**src/rtl/rx_pkg.sv**
```systemverilog
// Shared definitions for the receive-path FCS checker: CRC-32 constants,
// the checker FSM state type and small pure helpers.
package rx_pkg;

  // IEEE 802.3 CRC-32 generator, preset and good-frame residue (MSB-first form)
  localparam logic [31:0] CRC32_POLY    = 32'h04C1_1DB7;
  localparam logic [31:0] CRC32_INIT    = 32'hFFFF_FFFF;
  localparam logic [31:0] CRC32_RESIDUE = 32'hC704_DD7B;

  typedef enum logic [1:0] {
    IDLE = 2'd0,
    RUN  = 2'd1,
    DONE = 2'd2
  } rx_state_t;

  // Mirror a byte so the first serial bit (bit 0) lands on the MSB
  function automatic logic [7:0] bit_rev8(input logic [7:0] b);
    logic [7:0] r;
    for (int i = 0; i < 8; i++) begin
      r[i] = b[7 - i];
    end
    return r;
  endfunction

  // Frame length outside the legal window (counts include the FCS)
  function automatic logic len_out_of_range(input logic [15:0] cnt,
                                            input int        min_len,
                                            input int        max_len);
    int cnt_i;
    cnt_i = int'({16'd0, cnt});
    return (cnt_i < min_len) || (cnt_i > max_len);
  endfunction

endpackage

```
**src/rtl/rx_crc_check_crc32_byte_step.sv**
```systemverilog
// crc32_byte_step: combinational CRC-32 next state for one byte.
// The byte is consumed MSB first, so data_byte[7] is the first serial bit.
module crc32_byte_step
  import rx_pkg::*;
(
  input  logic [31:0] crc_cur,
  input  logic [7:0]  data_byte,
  output logic [31:0] crc_next
);

  logic [31:0] crc_s;

  // Eight serial LFSR shifts unrolled into one combinational step
  always_comb begin
    crc_s = crc_cur;
    for (int i = 7; i >= 0; i--) begin
      if ((crc_s[31] ^ data_byte[i]) == 1'b1) begin
        crc_s = {crc_s[30:0], 1'b0} ^ CRC32_POLY;
      end else begin
        crc_s = {crc_s[30:0], 1'b0};
      end
    end
  end

  assign crc_next = crc_s;

endmodule

```
**src/rtl/rx_crc_check.sv**
```systemverilog
// rx_crc_check: byte-serial Ethernet FCS checker for the receive path.
// Runs CRC-32 over DA..FCS and reports a registered verdict one cycle after
// the EOF (or aborting SOF) byte.
// Optional feature macro: RX_CRC_LEN_CHECK_EN (frame length window check on
// len_err); when undefined len_err is tied low and no comparators exist.
module rx_crc_check
  import rx_pkg::*;
#(
  parameter int MAX_LEN = 1518,
  parameter int MIN_LEN = 64
) (
  input  logic        clk,
  input  logic        reset,
  input  logic [7:0]  rx_data,
  input  logic        rx_valid,
  input  logic        rx_sof,
  input  logic        rx_eof,
  output logic        crc_done,
  output logic        crc_ok,
  output logic        crc_err,
  output logic [15:0] byte_count,
  output logic        len_err
);

  rx_state_t   state_r;
  logic [31:0] crc_r;
  logic [15:0] cnt_r;          // running count of the frame in progress
  logic [15:0] byte_count_r;   // reported count (final count in the verdict cycle)
  logic        done_r;
  logic        ok_r;
  logic        err_r;

  logic [31:0] crc_seed_s;
  logic [31:0] crc_next_s;
  logic [7:0]  data_rev_s;
  logic [15:0] cnt_inc_s;

  assign data_rev_s = bit_rev8(rx_data);

  // Saturating increment of the running byte count
  always_comb begin
    if (cnt_r == 16'hFFFF) begin
      cnt_inc_s = cnt_r;
    end else begin
      cnt_inc_s = cnt_r + 16'd1;
    end
  end

  // A SOF byte always starts from the preset, whatever state we are in
  always_comb begin
    if (rx_valid && rx_sof) begin
      crc_seed_s = CRC32_INIT;
    end else begin
      crc_seed_s = crc_r;
    end
  end

  crc32_byte_step u_step (
    .crc_cur   (crc_seed_s),
    .data_byte (data_rev_s),
    .crc_next  (crc_next_s)
  );

  // Frame FSM, CRC register, byte counters and verdict registers
  always_ff @(posedge clk or posedge reset) begin
    if (reset) begin
      state_r      <= IDLE;
      crc_r        <= CRC32_INIT;
      cnt_r        <= 16'd0;
      byte_count_r <= 16'd0;
      done_r       <= 1'b0;
      ok_r         <= 1'b0;
      err_r        <= 1'b0;
    end else begin
      done_r <= 1'b0;
      case (state_r)
        // DONE accepts a new SOF exactly like IDLE, giving zero-gap frames
        IDLE, DONE: begin
          if (rx_valid && rx_sof) begin
            crc_r        <= crc_next_s;
            cnt_r        <= 16'd1;
            byte_count_r <= 16'd1;
            if (rx_eof) begin
              // A single byte can never carry a valid FCS
              state_r <= DONE;
              done_r  <= 1'b1;
              ok_r    <= 1'b0;
              err_r   <= 1'b1;
            end else begin
              state_r <= RUN;
            end
          end else begin
            state_r <= IDLE;
          end
        end
        RUN: begin
          if (rx_valid && rx_sof) begin
            // Abort: fail the old frame, report its length, restart on this byte.
            // A SOF+EOF byte here folds into the same error verdict.
            done_r       <= 1'b1;
            ok_r         <= 1'b0;
            err_r        <= 1'b1;
            byte_count_r <= cnt_r;
            cnt_r        <= 16'd1;
            crc_r        <= crc_next_s;
            if (rx_eof) begin
              state_r <= DONE;
            end else begin
              state_r <= RUN;
            end
          end else if (rx_valid) begin
            crc_r        <= crc_next_s;
            cnt_r        <= cnt_inc_s;
            byte_count_r <= cnt_inc_s;
            if (rx_eof) begin
              state_r <= DONE;
              done_r  <= 1'b1;
              ok_r    <= (crc_next_s == CRC32_RESIDUE);
              err_r   <= (crc_next_s != CRC32_RESIDUE);
            end else begin
              state_r <= RUN;
            end
          end else begin
            state_r <= RUN;
          end
        end
        default: begin
          state_r <= IDLE;
        end
      endcase
    end
  end

`ifdef RX_CRC_LEN_CHECK_EN
  logic        len_evt_s;
  logic [15:0] len_cnt_s;
  logic        len_err_r;

  // Which count gets judged, and whether a verdict is issued this cycle
  always_comb begin
    len_evt_s = 1'b0;
    len_cnt_s = 16'd0;
    case (state_r)
      RUN: begin
        if (rx_valid && rx_sof) begin
          len_evt_s = 1'b1;
          len_cnt_s = cnt_r;
        end else if (rx_valid && rx_eof) begin
          len_evt_s = 1'b1;
          len_cnt_s = cnt_inc_s;
        end else begin
          len_evt_s = 1'b0;
          len_cnt_s = 16'd0;
        end
      end
      IDLE, DONE: begin
        if (rx_valid && rx_sof && rx_eof) begin
          len_evt_s = 1'b1;
          len_cnt_s = 16'd1;
        end else begin
          len_evt_s = 1'b0;
          len_cnt_s = 16'd0;
        end
      end
      default: begin
        len_evt_s = 1'b0;
        len_cnt_s = 16'd0;
      end
    endcase
  end

  // Length verdict, updated together with crc_done and held like crc_ok
  always_ff @(posedge clk or posedge reset) begin
    if (reset) begin
      len_err_r <= 1'b0;
    end else if (len_evt_s) begin
      len_err_r <= len_out_of_range(len_cnt_s, MIN_LEN, MAX_LEN);
    end else begin
      len_err_r <= len_err_r;
    end
  end

  assign len_err = len_err_r;
`else
  assign len_err = 1'b0;
`endif

  assign crc_done   = done_r;
  assign crc_ok     = ok_r;
  assign crc_err    = err_r;
  assign byte_count = byte_count_r;

endmodule

```
**config.mk**
```make
export PLATFORM = sky130hd
export DESIGN_NAME = rx_crc_check
export DESIGN_NICKNAME = d
export VERILOG_FILES = /design/src/rtl/rx_pkg.sv /design/src/rtl/rx_crc_check_crc32_byte_step.sv /design/src/rtl/rx_crc_check.sv
export SDC_FILE = /design/constraint.sdc
export NUM_CORES = 1
export LEC_CHECK = 0
export ABC_AREA = 1
export CORE_MARGIN = 2
export CORE_UTILIZATION = 64
export CTS_CLUSTER_DIAMETER = 40
export DETAILED_ROUTE_END_ITERATION = 10
export MAX_ROUTING_LAYER = met4
export PLACE_DENSITY = 0.84
export SLEW_MARGIN = 40
export SYNTH_ARGS = -nofsm -noshare
export SYNTH_HDL_FRONTEND = slang
export SYNTH_SLANG_ARGS = --single-unit
```
**constraint.sdc**
```tcl
create_clock -name clk -period 3.1 [get_ports clk]
set_input_delay 0.62 -clock clk [delete_from_list [all_inputs] [get_ports clk]]
set_output_delay 0.62 -clock clk [all_outputs]
set_load 0.01 [all_outputs]
```
==> metrics.log <==
INFO  metric outcome = finished clean
INFO  metric floorplan.io_pins = 33
INFO  metric yosys_warnings = 0
INFO  metric pwr_density_cell = 851 nW/um2
INFO  metric cts_max_path_buffers = 2
INFO  metric number_of_antenna_violations_at_the_first_check_in_global_routing = 0
INFO  metric hold_crit_depth = 2
INFO  metric die_width = 89.2 um
INFO  metric post-dp-hpwl = 9340 um
INFO  metric num-nets-final = 756
INFO  metric critical_path_arrival = 3.03 ns
INFO  metric postSynthNetCount = 710
INFO  metric hold_vio_cnt_final = 0
INFO  metric power.static_leakage = 2.72 nW
INFO  metric routed_via_density = 5.63
INFO  metric final.period_utilization = 0.896
INFO  metric rsz0062_at_grt = no
INFO  metric cts_setup_buffers = 0
INFO  metric port_buffers = 31
INFO  metric cap_viol_max_count = 0
INFO  metric cts-root-buf = sky130_fd_sc_hd__clkbuf_8
INFO  metric std_cell_rows = 31
INFO  metric initial_core_util = 0.651
INFO  metric critical_path_cell_count = 20
INFO  metric most-common-layout-cells = sky130_fd_sc_hd__nand2_1 (279), sky130_fd_sc_hd__inv_1 (71), sky130_fd_sc_hd__nand3_1 (56)
INFO  metric route.final.wire_length = 12800 um
INFO  metric netlist.area_leader.share = 0.226
INFO  metric clock_skew = 0.00843 ns
INFO  metric die_h = 89.2 um
INFO  metric fin_worst_hold_slack = 0.478 ns
INFO  metric tritoncts.num_buffers = 9
INFO  metric ctsHoldBuffers = 0
INFO  metric utilization = 0.750
INFO  metric insertion_delay = 0.36 ns
INFO  metric cts.sink_count = 69
INFO  metric drt_first_pass_iters = 5
INFO  metric timing.slew.headroom = 0.531
INFO  metric post_layout_nonfiller_instances = 845
INFO  metric fin_setup_tns = 0 ns
INFO  metric slew_violations = 0
INFO  metric critPathKind = primary input to flop
INFO  metric crit_top_cell = sky130_fd_sc_hd__nand2_1
INFO  metric min_path_type = flop to flop
INFO  metric synth_seq_cells = 69
INFO  metric max_stage_delay = 0.46 ns
INFO  metric detailroute.via_count = 4754
INFO  metric ys_seq_area_frac = 0.380
INFO  metric grt_util_all_layers = 0.357
INFO  metric synth_top_cells_by_area = sky130_fd_sc_hd__nand2_1 (23%), sky130_fd_sc_hd__dfrtp_1 (20%), sky130_fd_sc_hd__dfstp_2 (18%)
INFO  metric critPathTopFamily = simple AND/OR/NAND/NOR gates
INFO  metric path_buf_inv = 4
INFO  metric num_antenna_cells = 0
INFO  metric area_delta_synth_final = 15.3%
INFO  metric setup_viol_count_final = 0
INFO  metric top_achievable_clock_speed = 360 MHz
INFO  metric number_of_global_route_vias_before_repair = 4525
INFO  metric maximum_number_of_pins_on_one_net_before_global_route_repair = 50
INFO  metric timing.critical_path.to_type = flop
INFO  metric synth.largest_area_cell = sky130_fd_sc_hd__nand2_1
INFO  metric actual_slew_at_the_worst_max_slew_pin = 0.701 ns
INFO  metric finalWorstPathRequiredPeriod = 2.78 ns
INFO  metric tritoncts = done
INFO  metric post_synthesis_instance_area = 4640 um2
INFO  metric worst-path-max-fanout = 14
INFO  metric worstPathCellList = clkdlybuf4s50_1 -> nand2_4 -> buf_4 -> nand2_2 -> nand2_1 -> nand2_2 -> nand2_1 -> nand2_1 -> inv_2 -> nand2_1 -> nand2_1 -> nand2_1 -> nand2_1 -> nand2_1 -> inv_1 -> nand3_1 -> nor2_1 -> nand2_1 -> nand2_1 -> nand2_1
INFO  metric worst-endpoint-required = 3.35 ns
INFO  metric post_route_cells_drive_above_1_share = 0.147
INFO  metric postSynthCellCount = 695
INFO  metric h_tree_level_count = 3
INFO  metric numPlacedInstances = 829
INFO  metric drt_drc_violations_left = 0
INFO  metric critPathLaunchType = primary input
INFO  metric die-area = 7950 um2
INFO  metric power.ir.vdd_worst = 0.407 mV
INFO  metric post_cts.resized_instances = 0
INFO  metric grt_pass1_wl = 20800 um
INFO  metric average_cell_area_after_synthesis = 6.68 um2
INFO  metric total_power = 4.56 mW
INFO  metric wl_per_cell = 15.2 um
INFO  metric postRouteAntennaNets = 0
INFO  metric grt_overflow = 0
INFO  metric mostFrequentLayoutCell = sky130_fd_sc_hd__nand2_1
INFO  metric synth.distinct_cells = 31
INFO  metric worstRegToRegCells = 11
INFO  metric gp_congestion = 0.965
INFO  metric drt_first_iter_violations = 437
INFO  metric critPathSlowestCell = sky130_fd_sc_hd__clkdlybuf4s50_1
INFO  metric floorplan.core_area = 7140 um2
INFO  metric clk_pin_slew_worst_paths = 0.08 ns
## final timing paths
kind	start	to	slack, ns
min in group asynchronous	reset	crc_r[31]$_DFFE_PP1P_	0.94
hold / removal	crc_r[8]$_DFFE_PP1P_	crc_r[8]$_DFFE_PP1P_	0.48
setup reg to reg	cnt_r[0]$_DFFE_PP0P_	byte_count[10]$_DFFE_PP0P_	0.61
hold reg to reg	crc_r[8]$_DFFE_PP1P_	crc_r[8]$_DFFE_PP1P_	0.48
max in group asynchronous	reset	crc_r[6]$_DFFE_PP1P_	1.79
setup / recovery	rx_sof	crc_err$_DFFE_PP0P_	0.32
## kinds of logic after synthesis
family | after synthesis | share of synthesized area
XOR/XNOR | 12 | 0.0226
other | 1 | 0.000808
AO/OA/AOI/OAI | 88 | 0.110
buffers and inverters | 97 | 0.0878
AND/OR/NAND/NOR | 426 | 0.393
flip-flops | 69 | 0.380
adder cells (fa/ha/maj) | 2 | 0.00539
## cell type report
| cell class | count | area [um2] |
|---|---|---|
| multi-input cells | 529 | 2470 |
| fillers | 597 | 1780 |
| flip-flops and latches | 69 | 1770 |
| repair buffers | 55 | 503 |
| inverters | 77 | 289 |
| clock buffers | 9 | 124 |
| well taps | 99 | 124 |
| clock inverters | 7 | 73.8 |
## Yosys cell counts, drive strengths merged
library cell / instances
nor4: 2
dfrtp: 37
o211ai: 23
dfstp: 32
o21ai: 51
clkbuf: 11
conb: 1
xnor2: 3
nor3: 7
nand3b: 2
or2: 2
a21oi: 6
inv: 77
nor2: 46
nand2: 303
xor2: 9
a31oi: 8
buf: 9
nand4: 5
ha: 2
nand3: 59
## report_power, final
group / switching (mW) / internal (mW) / leakage (nW)
Clock: 0.389 / 0.376 / 0.100
Sequential: 0.129 / 1.28 / 0.840
Combinational: 1.59 / 0.788 / 1.78
## tightest hold or removal path: cells and delay by family, from the launching register on
family           cells  cell delay, ns
AND/OR/NAND/NOR      2            0.11
flip-flops           1            0.38
## registers in the layout, summed over array words and instances, names as in the netlist
name and cells:
cnt_r 16, crc_ok 1, byte_count 16, crc_r 32, crc_done 1, state_r 2
crc_err 1
## stage by stage
step                      instance area, um2  setup WS, ns
after floorplan                         4640         0.793
after global placement                  5150        0.0119
after detailed placement                5150       -0.0749
after CTS                               5350         0.306
after global routing                    5350        0.0712
final                                   5350         0.321
## metal layers
metal	up-vias	routed length, um	GRT usage	share of wire
li1	2303	-	-	-
met1	2206	5060	0.404	0.39
met4	0	481	0.155	0.037
met3	46	792	0.0693	0.062
met2	199	6500	0.614	0.51
met5	-	0	-	0
Note: power is estimated with default switching activity, not from simulation.
